`config.mk`:
```
export PLATFORM = sky130hd
export DESIGN_NAME = pll_reset_sequencer
export DESIGN_NICKNAME = d
export VERILOG_FILES = /design/src/rtl/pll_reset_sequencer.sv
export SDC_FILE = /design/constraint.sdc
export NUM_CORES = 1
export LEC_CHECK = 0
export ABC_AREA = 1
export BUFFER_PORTS_ARGS = -buffer_cell sky130_fd_sc_hd__buf_2
export CAP_MARGIN = 25
export CORE_ASPECT_RATIO = 1.25
export CORE_MARGIN = 2
export CORE_UTILIZATION = 57
export CTS_BUF_LIST = sky130_fd_sc_hd__clkbuf_4 sky130_fd_sc_hd__clkbuf_8
export CTS_CLUSTER_DIAMETER = 50
export DETAILED_ROUTE_END_ITERATION = 6
export GPL_TIMING_DRIVEN = 0
export PLACE_DENSITY = 0.79
export SETUP_SLACK_MARGIN = 0.1
export SLEW_MARGIN = 10
export SYNTH_ARGS = -nofsm -noshare
export SYNTH_HDL_FRONTEND = slang
export SYNTH_SLANG_ARGS = --single-unit
```
`constraint.sdc`:
```
create_clock -name clock -period 3 [get_ports clock]
set_input_delay 0.3 -clock clock [delete_from_list [all_inputs] [get_ports clock]]
set_output_delay 0.3 -clock clock [all_outputs]
set_load 0.1 [all_outputs]
```
`src/rtl/pll_reset_sequencer.sv`:
```
// PLL power-up / lock-loss sequencer: pulses PLL RESETB, qualifies lock, then
// releases per-domain resets in a staggered order and watches for lock loss.
module pll_reset_sequencer #(
  parameter int unsigned PLL_RESET_CYCLES = 16,
  parameter int unsigned LOCK_TIMEOUT     = 65536,
  parameter int unsigned STABLE_CYCLES    = 1024,
  parameter int unsigned LOSS_FILTER      = 4,
  parameter int unsigned NUM_DOMAINS      = 2,
  parameter int unsigned RELEASE_GAP      = 8
) (
  input  logic                   clock,
  input  logic                   reset_n,
  input  logic                   locked,
  input  logic                   lock_lost_clr,
  output logic                   pll_resetb,
  output logic [NUM_DOMAINS-1:0] domain_reset_n,
  output logic                   ready,
  output logic                   lock_lost,
  output logic [7:0]             loss_count,
  output logic [7:0]             retry_count
);

  function automatic int unsigned max2(input int unsigned a, input int unsigned b);
    return (a > b) ? a : b;
  endfunction

  localparam int unsigned REL_SPAN = (NUM_DOMAINS - 1) * RELEASE_GAP + 1;
  localparam int unsigned MAX_P    = max2(max2(max2(PLL_RESET_CYCLES, LOCK_TIMEOUT),
                                               max2(STABLE_CYCLES, LOSS_FILTER)),
                                          max2(max2(NUM_DOMAINS, RELEASE_GAP), REL_SPAN));
  localparam int unsigned CNT_W    = (MAX_P > 1) ? $clog2(MAX_P) : 1;
  localparam int unsigned FLT_W    = (LOSS_FILTER > 1) ? $clog2(LOSS_FILTER) : 1;

  localparam logic [CNT_W-1:0] RST_LAST = CNT_W'(PLL_RESET_CYCLES - 1);
  localparam logic [CNT_W-1:0] TMO_LAST = CNT_W'(LOCK_TIMEOUT - 1);
  localparam logic [CNT_W-1:0] STB_LAST = CNT_W'(STABLE_CYCLES - 1);
  localparam logic [CNT_W-1:0] REL_LAST = CNT_W'(REL_SPAN - 1);
  localparam logic [FLT_W-1:0] FLT_LAST = FLT_W'(LOSS_FILTER - 1);

  typedef enum logic [2:0] {
    PLL_RST   = 3'd0,
    WAIT_LOCK = 3'd1,
    STABILIZE = 3'd2,
    RELEASE   = 3'd3,
    RUN       = 3'd4
  } state_t;

  state_t                 state_r;
  state_t                 state_nxt_s;
  logic [CNT_W-1:0]       cnt_r;
  logic [FLT_W-1:0]       flt_r;
  logic                   sync_meta_r;
  logic                   locked_sync_r;
  logic                   loss_evt_s;
  logic                   timeout_s;
  logic                   pll_resetb_nxt_s;
  logic [NUM_DOMAINS-1:0] domain_nxt_s;
  logic                   ready_nxt_s;
  logic                   lock_lost_nxt_s;
  logic [7:0]             loss_count_nxt_s;
  logic [7:0]             retry_count_nxt_s;

  // State register, lock synchronizer, shared cycle counter and loss filter.
  always_ff @(posedge clock) begin
    if (!reset_n) begin
      state_r       <= PLL_RST;
      cnt_r         <= '0;
      flt_r         <= '0;
      sync_meta_r   <= 1'b0;
      locked_sync_r <= 1'b0;
    end else begin
      state_r       <= state_nxt_s;
      sync_meta_r   <= locked;
      locked_sync_r <= sync_meta_r;
      if (state_nxt_s != state_r) begin
        cnt_r <= '0;
      end else if (cnt_r != {CNT_W{1'b1}}) begin
        cnt_r <= cnt_r + CNT_W'(1);
      end else begin
        cnt_r <= cnt_r;
      end
      // Filter counts consecutive unlocked RUN cycles only.
      if ((state_r == RUN) && !locked_sync_r && !loss_evt_s) begin
        flt_r <= flt_r + FLT_W'(1);
      end else begin
        flt_r <= '0;
      end
    end
  end

  // Next-state decode.
  always_comb begin
    state_nxt_s = state_r;
    loss_evt_s  = 1'b0;
    timeout_s   = 1'b0;
    case (state_r)
      PLL_RST: begin
        if (cnt_r == RST_LAST) state_nxt_s = WAIT_LOCK;
        else                   state_nxt_s = PLL_RST;
      end
      WAIT_LOCK: begin
        if (locked_sync_r) begin
          state_nxt_s = STABILIZE;
        end else if (cnt_r == TMO_LAST) begin
          state_nxt_s = PLL_RST;
          timeout_s   = 1'b1;
        end else begin
          state_nxt_s = WAIT_LOCK;
        end
      end
      STABILIZE: begin
        if (!locked_sync_r)        state_nxt_s = WAIT_LOCK;
        else if (cnt_r == STB_LAST) state_nxt_s = RELEASE;
        else                       state_nxt_s = STABILIZE;
      end
      RELEASE: begin
        if (!locked_sync_r)        state_nxt_s = WAIT_LOCK;
        else if (cnt_r == REL_LAST) state_nxt_s = RUN;
        else                       state_nxt_s = RELEASE;
      end
      RUN: begin
        if (!locked_sync_r && (flt_r == FLT_LAST)) begin
          state_nxt_s = PLL_RST;
          loss_evt_s  = 1'b1;
        end else begin
          state_nxt_s = RUN;
        end
      end
      default: begin
        state_nxt_s = PLL_RST;
      end
    endcase
  end

  // Next values of the registered outputs.
  always_comb begin
    domain_nxt_s = domain_reset_n;
    case (state_r)
      RELEASE: begin
        if (!locked_sync_r) begin
          domain_nxt_s = '0;
        end else begin
          // Domain i is released on the edge ending RELEASE cycle i*RELEASE_GAP.
          for (int i = 0; i < int'(NUM_DOMAINS); i++) begin
            if (cnt_r == CNT_W'(i * RELEASE_GAP)) domain_nxt_s[i] = 1'b1;
            else                                  domain_nxt_s[i] = domain_reset_n[i];
          end
        end
      end
      RUN: begin
        if (loss_evt_s) domain_nxt_s = '0;
        else            domain_nxt_s = domain_reset_n;
      end
      default: begin
        domain_nxt_s = '0;
      end
    endcase

    pll_resetb_nxt_s = (state_nxt_s != PLL_RST);
    ready_nxt_s      = (state_nxt_s == RUN);

    if (loss_evt_s)         lock_lost_nxt_s = 1'b1;
    else if (lock_lost_clr) lock_lost_nxt_s = 1'b0;
    else                    lock_lost_nxt_s = lock_lost;

    if (loss_evt_s && (loss_count != 8'hFF)) loss_count_nxt_s = loss_count + 8'd1;
    else                                     loss_count_nxt_s = loss_count;

    if (timeout_s && (retry_count != 8'hFF)) retry_count_nxt_s = retry_count + 8'd1;
    else                                     retry_count_nxt_s = retry_count;
  end

  // Output registers.
  always_ff @(posedge clock) begin
    if (!reset_n) begin
      pll_resetb     <= 1'b0;
      domain_reset_n <= '0;
      ready          <= 1'b0;
      lock_lost      <= 1'b0;
      loss_count     <= 8'd0;
      retry_count    <= 8'd0;
    end else begin
      pll_resetb     <= pll_resetb_nxt_s;
      domain_reset_n <= domain_nxt_s;
      ready          <= ready_nxt_s;
      lock_lost      <= lock_lost_nxt_s;
      loss_count     <= loss_count_nxt_s;
      retry_count    <= retry_count_nxt_s;
    end
  end

endmodule

```
==> flow_summary_export.csv <==
group,metric,value,unit
pwr,pwr-share-clk,38.1,%
cts,holdBufCountCts,0,
global_routing,busiest_layer,"met2",
hold_path,hold_path.class,"input port to flop",
sta,hold_violations,0,
finish,seq_area,880.8,µm²
sta,setup-violations-final,0,
place,portBuffers,24,
drt,drc,0,
worst_setup_path,crit_path_max_fanout,10,
global_routing,grt_util_met1,25.27,%
pwr,swShare,22.75,%
logic_synthesis,syn_nets,323,
drt,viasPerCell,4.955,
sta,post-route-period-util,66.37,%
pwr,power.leakage,0.001162,µW
sta,relSlewSlack,67.84,%
status,status,"finished, final reports clean",
global_routing,grt_overflow,0,
logic_synthesis,seq_area_frac_synth,37.35,%
worst_setup_path,r2r_slack,1.01,ns
finish,drive_above_1_share,18.21,%
place,dpl.hpwl,3.498,mm
floorplan,die_w,61.54,µm
floorplan,placementRows,26,
worst_setup_path,arrival,2.18,ns
worst_setup_path,startpoint,"cnt_r[0]$_SDFFE_PP0P_",
worst_setup_path,r2r-start,"cnt_r[0]$_SDFFE_PP0P_",
drt,finalWirelength,4.552,mm
pwr,p_per_area,392.1,mW/mm²
drt,drtPass1Iterations,4,
global_routing,antenna_found_initial,0,
place,dp.cells,394,
worst_setup_path,required,3.19,ns
cts,clock_path_buffers,2,
cts,clkSlewWorstSetupHoldPaths,0.09,ns
sta,clock_skew,0.01093,ns
logic_synthesis,synth-seq-cells,44,
finish,multiInputGateArea,0.001281,mm²
cts,cts_root_buffer,"clkbuf_8",
drt,wl_per_cell,11.32,µm
worst_setup_path,ff2ff_path_depth,10,
drt,num_vias,1992,
floorplan,ioPinCount,25,
pwr,p_comb_share,4.7,%
logic_synthesis,synthesis.area,0.002359,mm²
worst_setup_path,cp-end-kind,"flop",
cts,htreeDepth,2,
finish,n_antenna_cell,0,
floorplan,die_h,75.92,µm
worst_setup_path,worstSetupStartpointType,"flop",
sta,min_period,1.991,ns
worst_setup_path,endpoint,"retry_count[3]$_SDFFE_PN0P_",
floorplan,core-area,0.004034,mm²
cts,cts_tree,"built",
logic_synthesis,synthCells,314,
floorplan,start_util,58.47,%
finish,nets,354,
sta,slew_violations,0,
pwr,vdd_drop_max,245.5,µV
sta,fmax,0.5022,GHz
pwr,p_int,801.7,µW
worst_setup_path,timing.rr.end,"retry_count[3]$_SDFFE_PN0P_",
sta,rsz0062_at_grt,"no",
pwr,p_switching,236.1,µW
sta,finalSetupTns,0,ns
logic_synthesis,synth_cell_type_count,31,
cts,cts_inserted_buffers,5,
cts,cts_sinks,44,
global_routing,met2_usage,38.00,%
logic_synthesis,yosysWarnings,0,
cts,cts_resized,0,
sta,max_slew.worst_pin.slew,0.4787,ns
drt,drt_iter0_drc,61,
global_routing,grt_pass1_vias,1885,
finish,nFillCells,372,
worst_setup_path,crit_type,"flop to flop",
global_routing,grt_max_degree,14,
job,cap_violations,0,
cts,cts_setup_buffers,0,
finish,syn_to_final_growth,12.20,%
logic_synthesis,syn_avg_cell_area,7.511,µm²
pwr,seq_power_share,57.2,%
floorplan,die-area,0.004672,mm²
finish,fin_cells,402,
cts,clk_latency,0.30,ns
global_routing,met3_usage,5.119,%
global_routing,grt_pass1_wl,7.845,mm
global_routing,grtUsageTotal,21.67,%
place,gp_congestion,0.8163,
drt,postRouteAntennaNets,0,
==> cells in the mapped netlist, drive strengths merged <==
cell type	count	area share (%)
nand4	7	1.9
nor4	8	2.1
buf	2	1.2
a31oi	2	0.53
nor3b	1	0.32
xnor2	8	3.0
o21ai	11	2.5
o31ai	1	0.32
ha	5	2.7
nor2	57	14
nand3b	1	0.32
dfxtp	44	37
nand2	67	12
nand2b	1	0.27
nor3	8	2.3
a21oi	16	3.4
nand3	18	4.6
xor2	12	4.5
clkbuf	2	0.32
inv	43	6.8
==> registers in the layout (all words and copies together) (netlist names) <==
| signal | flops |
|---|---|
| lock_lost | 1 |
| domain_reset_n | 2 |
| state_r | 3 |
| sync_meta_r | 1 |
| loss_count | 8 |
| cnt_r | 16 |
| pll_resetb | 1 |
| retry_count | 8 |
| locked_sync_r | 1 |
| flt_r | 2 |
| ready | 1 |
==> cell type report <==
class / count / area share [%]
Buffer: 4 / 1.324
Clock buffer: 7 / 3.404
Clock inverter: 1 / 0.2837
Inverter: 43 / 6.099
Multi-Input combinational cell: 223 / 48.42
Sequential cell: 44 / 33.29
Tap cell: 56 / 2.648
Timing Repair Buffer: 24 / 4.539
==> worst min-delay path by stage <==
stage                                       from                        to  slack, ns  cells past startpoint
final                                     locked    sync_meta_r$_SDFF_PN0_       0.19                      3
after global routing                      locked    sync_meta_r$_SDFF_PN0_       0.17                      3
after CTS                                 locked    sync_meta_r$_SDFF_PN0_       0.18                      3
after detailed placement  sync_meta_r$_SDFF_PN0_  locked_sync_r$_SDFF_PN0_       0.40                      2
after global placement    sync_meta_r$_SDFF_PN0_  locked_sync_r$_SDFF_PN0_       0.39                      2
after floorplan           sync_meta_r$_SDFF_PN0_  locked_sync_r$_SDFF_PN0_       0.39                      2
==> cell usage in the layout, fill, tap and decap left out, types with 6 or more instances in the layout <==
cell type and count:
nand2_1 61, nand4_1 7, buf_2 24, o21ai_0 8, xnor2_1 8, xor2_1 12
a21oi_1 16, nor2_1 40, nor4_1 8, nand3_1 16, clkbuf_8 6, nor2_4 13
dfxtp_1 44, inv_1 43
==> metrics by stage <==
stage               setup WS, ns  instance area, µm²  hold slack (ns)  power, µW  util (%)
floorplan                 0.6012                2359           0.3905      643.1         -
global placement           1.067                2549           0.3949      653.8     63.18
detailed placement         1.040                2549           0.4022      655.6     63.18
CTS                        1.009                2646           0.1791       1044     65.60
global route              0.6946                2646           0.1698       1075     65.60
finish                     1.009                2646           0.1888       1038     65.60
==> layer usage <==
metal / vias to the layer above / wire length (µm) / part of all wire [%]
met5: - / 0 / 0
met4: 0 / 58 / 1.3
met3: 5 / 83 / 1.8
met2: 16 / 2473 / 54
met1: 909 / 1937 / 43
li1: 1062 / - / -
==> logic make-up (layout without fill, tap and decap cells) <==
kind of cell,Yosys count,count (layout),synth area share [%]
AND/OR/NAND/NOR,168,168,37.51
buffers and inverters,47,79,8.329
flip-flops,44,44,37.35
adder cells (fa/ha/maj),5,5,2.653
AO/OA/AOI/OAI,30,30,6.738
XOR/XNOR,20,20,7.427
==> worst max-delay path, cell delays in order (launching register included) <==
cell	delay (ns)
dfxtp_1	0.40
ha_1	0.17
inv_1	0.06
nor2_2	0.16
nand2_2	0.12
nor2_8	0.22
nand3_1	0.24
inv_1	0.20
nand2_1	0.08
o21ai_0	0.17
a21oi_1	0.05
==> power by group through the flow <==
stage | logic, µW | clock network [µW] | registers (µW)
2_1_floorplan | 37.5 | 0 | 606
3_3_place_gp | 47.3 | 0 | 607
3_5_place_dp | 49.0 | 0 | 607
4_1_cts | 50.0 | 401 | 593
5_1_grt | 54.3 | 427 | 594
6_report | 48.9 | 396 | 593
Note: power is estimated with default switching activity, not from simulation.
